===== config.mk =====
export PLATFORM = sky130hd
export DESIGN_NAME = mem_responder
export DESIGN_NICKNAME = d
export VERILOG_FILES = /design/src/rtl/mem_responder.sv
export SDC_FILE = /design/constraint.sdc
export NUM_CORES = 2
export LEC_CHECK = 0
export BUFFER_PORTS_ARGS = -buffer_cell sky130_fd_sc_hd__buf_2
export CORE_MARGIN = 4
export CORE_UTILIZATION = 50
export CTS_BUF_LIST = sky130_fd_sc_hd__clkbuf_4
export CTS_CLUSTER_SIZE = 24
export DETAILED_ROUTE_END_ITERATION = 16
export PLACE_DENSITY = 0.66
export SLEW_MARGIN = 10
export SYNTH_ARGS = -nofsm -noshare
export SYNTH_HDL_FRONTEND = slang
export SYNTH_SLANG_ARGS = --single-unit

===== constraint.sdc =====
create_clock -name clk -period 4 [get_ports clk]
set_input_delay 0.6 -clock clk [delete_from_list [all_inputs] [get_ports clk]]
set_output_delay 0.6 -clock clk [all_outputs]
set_load 0.01 [all_outputs]

===== src/rtl/mem_responder.sv =====
// Word-addressed memory responder with valid/ready request and response channels,
// parameterised access latency and byte enables. Define MEM_RESP_ERR_EN to flag out-of-range addresses.
module mem_responder #(
  parameter int DEPTH       = 64,
  parameter int WAIT_CYCLES = 0
) (
  input  logic        clk,
  input  logic        rst_n,
  input  logic        req_valid,
  output logic        req_ready,
  input  logic        req_we,
  input  logic [31:0] req_addr,
  input  logic [31:0] req_wdata,
  input  logic [3:0]  req_be,
  output logic        rsp_valid,
  input  logic        rsp_ready,
  output logic [31:0] rsp_rdata,
  output logic        rsp_err
);

  localparam int AW = (DEPTH > 1) ? $clog2(DEPTH) : 1;

  typedef enum logic [1:0] {
    S_IDLE,
    S_WAIT,
    S_RESP
  } state_e;

  state_e      state_q, state_d;
  logic [3:0]  cnt_q, cnt_d;
  logic        req_ready_q, req_ready_d;
  logic        we_q, we_d;
  logic [31:0] addr_q, addr_d;
  logic [31:0] wdata_q, wdata_d;
  logic [3:0]  be_q, be_d;
  logic [31:0] rdata_q, rdata_d;
  logic        err_q, err_d;

  logic          accept;
  logic          enter_resp;
  logic          mem_we;
  logic          in_range;
  logic [AW-1:0] idx;
  logic [31:0]   rd_word;

  logic [31:0] mem [DEPTH];

  // The access uses the _d operands so a zero-latency accept can commit on its own edge.
`ifdef MEM_RESP_ERR_EN
  assign in_range = (addr_d < 32'(DEPTH));
  assign idx      = addr_d[AW-1:0];
`else
  logic addr_hi_unused;
  assign in_range       = 1'b1;
  assign idx            = addr_d[AW-1:0];
  assign addr_hi_unused = ^addr_d[31:AW];
`endif

  assign rd_word   = mem[idx];
  assign mem_we    = enter_resp & we_d & in_range;
  assign req_ready = req_ready_q;
  assign rsp_valid = (state_q == S_RESP);
  assign rsp_rdata = rdata_q;
  assign rsp_err   = err_q;

  always_comb begin
    // NOTE: every variable gets a default first so no path leaves it unassigned (no latches).
    state_d     = state_q;
    cnt_d       = cnt_q;
    req_ready_d = req_ready_q;
    we_d        = we_q;
    addr_d      = addr_q;
    wdata_d     = wdata_q;
    be_d        = be_q;
    rdata_d     = rdata_q;
    err_d       = err_q;
    accept      = 1'b0;
    enter_resp  = 1'b0;

    case (state_q)
      S_IDLE: begin
        req_ready_d = 1'b1;
        if (req_valid && req_ready_q) begin
          accept      = 1'b1;
          req_ready_d = 1'b0;
          we_d        = req_we;
          addr_d      = req_addr;
          wdata_d     = req_wdata;
          be_d        = req_be;
          if (WAIT_CYCLES == 0) begin
            state_d    = S_RESP;
            enter_resp = 1'b1;
          end else begin
            state_d = S_WAIT;
            cnt_d   = 4'(WAIT_CYCLES);
          end
        end
      end
      S_WAIT: begin
        req_ready_d = 1'b0;
        cnt_d       = cnt_q - 4'd1;
        if (cnt_q <= 4'd1) begin
          state_d    = S_RESP;
          enter_resp = 1'b1;
        end
      end
      S_RESP: begin
        req_ready_d = 1'b0;
        if (rsp_ready) begin
          state_d     = S_IDLE;
          req_ready_d = 1'b1;
          rdata_d     = 32'd0;
          err_d       = 1'b0;
        end
      end
      default: begin
        state_d     = S_IDLE;
        req_ready_d = 1'b0;
      end
    endcase

    if (enter_resp) begin
      rdata_d = (we_d || !in_range) ? 32'd0 : rd_word;
      err_d   = ~in_range;
    end
  end

  always_ff @(posedge clk or negedge rst_n) begin
    // NOTE: sequential state uses non-blocking assignments so all registers update together.
    if (!rst_n) begin
      state_q     <= S_IDLE;
      cnt_q       <= 4'd0;
      req_ready_q <= 1'b0;
      we_q        <= 1'b0;
      addr_q      <= 32'd0;
      wdata_q     <= 32'd0;
      be_q        <= 4'd0;
      rdata_q     <= 32'd0;
      err_q       <= 1'b0;
    end else begin
      state_q     <= state_d;
      cnt_q       <= cnt_d;
      req_ready_q <= req_ready_d;
      we_q        <= we_d;
      addr_q      <= addr_d;
      wdata_q     <= wdata_d;
      be_q        <= be_d;
      rdata_q     <= rdata_d;
      err_q       <= err_d;
    end
  end

  // NOTE: the storage array has no reset; contents survive rst_n and can be preloaded.
  always_ff @(posedge clk) begin
    if (mem_we) begin
      for (int b = 0; b < 4; b++) begin
        if (be_d[b]) mem[idx][8*b +: 8] <= wdata_d[8*b +: 8];
      end
    end
  end

endmodule

# Yosys cells after proc, flatten, opt, wreduce, memory -nomap -nowiden

Memory sizes are Yosys's and may differ from the RTL's.
Index checks and enable logic that the tools add are counted.

Flip-flop bits (word level): 83
RAM bits: 2048
Input port bits: 73
Output and inout port bits: 35
Logic and storage cells: 61
Memories kept: 1

Add/sub/neg operators: 1
Order comparisons: 1
Equal/unequal tests: 5
Muxes and demuxes: 37
Bitwise operators: 1
Reduce and logical (&&, ||, !) cells: 6

Memory list:

| name | words | width | rd ports | clocked after memory_dff | wr ports | line | RTL |
|---|---|---|---|---|---|---|---|
| mem  | 64    | 32    | 1        | 0                        | 1        | 46   | `logic [31:0] mem [DEPTH];` |

Operators with widths:

| kind                                                                    | number |
|---|---|
| 32-bit two-way mux                                                      | 6 |
| 1-bit two-way mux                                                       | 21 |
| 6-bit two-way mux                                                       | 2 |
| 4-bit two-way mux                                                       | 2 |
| 2-bit two-way mux                                                       | 3 |
| 2-bit case mux with 3 select lines                                      | 1 |
| 4-bit by 1-bit <= comparator with 1-bit output, second input constant   | 1 |
| 2-bit inequality test, second input constant                            | 2 |
| 1-bit case mux with 2 select lines                                      | 2 |
| 2-bit nonzero test                                                      | 2 |
| 4-bit by 1-bit subtractor with 4-bit output, second input constant      | 1 |
| 3-bit AND reduction                                                     | 1 |
| 2-bit by 1-bit == test with 1-bit output, second input constant         | 1 |
| 2-bit == test, second input constant                                    | 1 |
| 2-bit logical NOT                                                       | 1 |
| 2-bit by 1-bit inequality test with 1-bit output, second input constant | 1 |
| 2-bit AND reduction                                                     | 1 |
| 1-bit AND                                                               | 1 |
| 1-bit logical AND                                                       | 1 |

# Logic depth before layout (Yosys ltp)

Depth in word-level cells: 6
Depth in mapped cells: 12
Gate-level depth less buffers: 8

# Worst setup path before layout

No wires, ideal clock.

Kind: input to register
Start: input req_valid
End: memory mem[0][14] (data pin)
Setup time: 0.358 ns
Arrival: 2.917 ns
Data required time: 3.642 ns
Setup slack: 0.724 ns
Stages on the path: 9
Path buffers: 6
Path through: and3b_1 -> buf_6 -> buf_6 -> buf_2 -> buf_1 -> clkbuf_1 -> buf_1 -> nand2_1 -> nand2_1

Longest elaborated chain between the ends: 3

RTL lines:

| what               | line | RTL |
|---|---|---|
| start, declared    | 9    | `input logic req_valid,` |
| 1-bit logical AND  | 83   | `if (req_valid && req_ready_q) begin` |
| 32-bit two-way mux | 83   |  |
| 32-bit two-way mux | 80   | `case (state_q)` |
| via wdata_d[14]    | 34   | `logic [31:0] wdata_q, wdata_d;` |
| end, declared      | 46   |  |

The timed path passes the listed nets, and every way through them passes these cells.

# Worst setup path after layout

Start: register state_q[1]
End: register rdata_q[7], in the netlist rsp_rdata[7]

Longest elaborated chain between the ends: 5
Elaborated cells between the ends (all ways): 12
Classes of those cells: 2 x eq/ne; 5 x mux; 4 x reduce/logical; 1 x memory

RTL lines:

| what                    | line | RTL |
|---|---|---|
| start, declared         | 29   | `state_e state_q, state_d;` |
| start signal, assigned  | 141  | `state_q <= state_d;` |
| 2-bit logical NOT       | 80   |  |
| 6-bit two-way mux       | 80   |  |
| memory read 64 x 32 bit | --   |  |
| 32-bit two-way mux      | 123  | `rdata_d = (we_d \|\| !in_range) ? 32'd0 : rd_word;` |
| 32-bit two-way mux      | 122  | `if (enter_resp) begin` |
| end signal, assigned    | 148  | `rdata_q <= rdata_d;` |
| end, declared           | 36   | `logic [31:0] rdata_q, rdata_d;` |

Several ways; a longest one is shown, not always the timed one.
A chain may end at the register's enable or synchronous reset.

==> flow_summary.yaml <==
critical_path:
  startpoint_type: "flop"
  cp.required_ns: 5.22
  crit_type: "flop to flop"
  critPathCaptureType: "flop"
  arrival_ns: 4.96
  path_cells: "nand3b_1, buf_12, mux2i_4, buf_12, buf_4, o22a_1, o221ai_1, o31a_1, a2111oi_1, buf_4, a32o_1"
  critPathMaxFanout: 27
  crit_slowest_cell: "a2111oi_1"
  critPathMaxStageDelay_ns: 0.60
power:
  switchingPower_mw: 22.4
  p_int_mw: 43.4
  comb_power_share_pct: 29.2
  power_leakage_nw: 31.4
  p_sw_share_pct: 34.0
  p_total_mw: 65.7
  ir_drop_uv: 549
  p_seq_share_pct: 43.1
  p_per_area_nw_per_um2: 704
  clock_power_share_pct: 27.7
timing:
  slew_viol_final: 0
  rsz0062_at_grt: "false"
  layout_min_cycle_time_ns: 3.74
  period_share_pct: 93.5
  relSlewSlack_pct: 15.8
  finClkSkew_ns: 0.167
  setup_viol: 0
  fin_tns_setup_ns: 0
  timing.fmax_ghz: 0.267
  worst_pin_slew_ns: 1.26
  hold_violations: 0
routing:
  postRouteAntennaNets: 0
  first_pass_iters: 5
  routed_wl_um: 234000
  vias: 51000
  drc: 0
  detail_route.wl_per_cell_um: 29.2
  drtIter0Drc: 6256
  vias_per_cell: 6.36
synth:
  synth_xor_area_share_pct: 0
  synth.distinct_cells: 67
  avgSynthCellArea_sq_um: 16.9
  ys_seq_area_share_pct: 79.9
  synth-edff-count: 2048
  synth-compound-area-share_pct: 11.5
  ys_warn_count: 0
  synthFlopType: "edfxtp_1"
  synthCells: 4682
  synth_top_family_by_area: "compound AO/OA/AOI/OAI gates"
  syn_area_sq_um: 79300
  synth_fa_ha_area_share_pct: 0
  synthArstFlopShare_pct: 3.40
  synthMuxAreaShare_pct: 1.25
  ys_ff_latch: 2120
  synth-simple-area-share_pct: 5.26
  synth_fp_nets: 4755
clock_tree:
  root_buffer: "clkbuf_4"
  cts_tree: "yes"
  clkLatencyLatePin_ns: 1.38
  htreeDepth: 6
  clock-sinks: 2120
  clkTransAtPathRegs_ns: 0.06
  cts-buffers-inserted: 555
  clock_path_buffers: 4
worst_hold_path:
  worstHoldPathType: "input port to flop"
placed_design:
  hpwlAfterDp_um: 143000
  place_area_sq_um: 86200
  io_buffers: 80
  gp_congestion: 0.882
floorplanning:
  dieHeight_um: 406
  initial_utilization_pct: 50.5
  die_w_um: 406
  die_area_sq_um: 165000
  core_region_area_sq_um: 157000
  ioPinCount: 108
  num_rows: 145
global_route:
  grt_start_max_net_pins: 66
  grt.total_usage_pct: 28.2
  antenna_found_initial: 5
  grt_pass1_wl_um: 340000
  grt.overflow.total: 0
  grt_pass1_vias: 50600
cells_and_area:
  n_fill_cell: 11700
  area_delta_synth_final_pct: 17.8
  stdcell_area_sq_um: 93300
  drive_gt1_share_pct: 27.1
  nets: 5684
outcome:
  status: "finished, final reports clean"
job:
  drv_cap: 0
## repair_timing
item | CTS | global route
resized for setup | 0 | 1
hold buffers | 38 | 0
buffers inserted | 0 | 0
endpoints found under the setup margin | 0 | 1
hold endpoints to repair | 1279 | 0
## Yosys cell counts, drive strengths merged, types with 5 or more instances
master | instances | share of area, %
nor3b | 6 | 0.057
inv | 13 | 0.062
o31a | 5 | 0.055
mux2 | 17 | 0.26
a32o | 6 | 0.076
edfxtp | 2048 | 78
nor4 | 37 | 0.29
a211oi | 18 | 0.17
o21ai | 29 | 0.19
o31ai | 120 | 1.1
and2 | 5 | 0.039
o22ai | 607 | 4.8
clkbuf | 120 | 0.57
nand3 | 37 | 0.23
a21oi | 34 | 0.22
mux2i | 70 | 0.99
a22oi | 17 | 0.16
nor4b | 51 | 0.57
or3 | 15 | 0.12
o41ai | 19 | 0.21
nor2 | 316 | 1.5
o22a | 154 | 1.7
buf | 221 | 1.5
a2111oi | 15 | 0.20
o221ai | 167 | 1.8
and3 | 7 | 0.055
and3b | 5 | 0.055
nand4b | 28 | 0.31
a31oi | 16 | 0.13
o2111ai | 40 | 0.44
dfrtp | 72 | 2.3
nor4bb | 14 | 0.18
nand2 | 230 | 1.1
nor3 | 91 | 0.61
## layout by cell type, fill, tap and decap left out, types with 14 or more instances in the layout
cell	netlist	final
o21ai_0	25	25
a21oi_1	33	31
nand2_1	230	198
dfrtp_1	72	69
buf_12	1	69
clkinv_1	0	60
nand4b_1	28	28
dlygate4sd3_1	0	37
clkbuf_4	0	806
inv_2	4	21
o22a_1	154	154
nor4_1	37	37
nor4bb_1	14	14
mux2i_1	63	58
o31ai_1	120	119
o41ai_1	19	19
buf_4	28	527
o2111ai_1	40	40
nor3_1	85	84
a211oi_1	18	18
nand2_2	0	31
edfxtp_1	2048	2048
or3_1	15	15
o22ai_1	607	607
nor2_1	316	315
nor4b_1	50	50
nand3_1	37	31
o221ai_1	167	167
a22oi_1	17	17
a31oi_1	16	16
buf_2	154	79
## state kept, by name (all words and copies together) (netlist names)
name	flops
mem	2048
req_ready	1
wdata_q	32
rsp_rdata	32
state_q	1
addr_q	6
## stage by stage
step	hold WS, ns	setup WS, ns	instances	utilization, %
floorplan	0.304	0.724	4682	-
finish	0.154	0.259	8025	59.5
global placement	0.505	0.274	7074	54.9
detailed placement	0.510	0.180	7074	54.9
CTS	0.00443	0.259	8015	59.5
global route	0.112	0.101	8022	59.5
## metal layers
metal | share of wire [%] | up-vias | GRT usage [%]
met1 | 39 | 25700 | 38.8
met3 | 11 | 539 | 7.21
met5 | 0 | - | 0
met4 | 4.0 | 0 | 12.2
met2 | 46 | 3243 | 43.1
li1 | - | 21600 | -
## logic make-up after synthesis
group           Yosys count
flops                  2120
compound gates         1262
simple gates            858
buf+inv                 354
mux                      87
other cells               1
## area by class of cell
type / instances / area [sq um] / area share [%]
inverters: 13 / 48.8 / 0.0523
clock inverters: 97 / 642 / 0.688
clock buffers: 806 / 6050 / 6.48
repair buffers: 713 / 6130 / 6.57
flip-flops and latches: 2120 / 63300 / 67.8
diodes: 10 / 25.0 / 0.0268
well taps: 2058 / 2570 / 2.76
multi-input cells: 2208 / 14600 / 15.6
## critical path, delay by kind of cell, from the launching register on
family	cells	cell delay, ns
mux	1	0.36
flops	1	0.51
compound gates	5	1.43
buf+inv	4	1.07
simple gates	1	0.21
## power by group through the flow
stage,Clock [mW],Combinational (mW),Sequential [mW]
4_1_cts,18.5,18.9,28.3
6_report,18.2,19.2,28.3
3_3_place_gp,0,18.5,28.8
5_1_grt,19.8,20.0,28.4
2_1_floorplan,0,9.45,28.9
3_5_place_dp,0,18.8,28.8
## final timing paths
kind                                             start                       end  slack (ns)  depth (start not counted)
min in group asynchronous                        rst_n  rsp_rdata[9]$_DFFE_PN0P_        0.52                          4
max in group asynchronous                        rst_n     wdata_q[22]$_DFF_PN0_        2.96                          4
worst max register to register  state_q[1]$_DFFE_PN0P_  rsp_rdata[7]$_DFFE_PN0P_        0.26                         11
worst min register to register   wdata_q[31]$_DFF_PN0_     wdata_q[31]$_DFF_PN0_        0.52                          2
worst min-delay path                         req_be[1]     mem[57][12]$_DFFE_PP_        0.15                          5
worst max-delay path            state_q[1]$_DFFE_PN0P_  rsp_rdata[7]$_DFFE_PN0P_        0.26                         11
(Power assumes the default switching activity.)
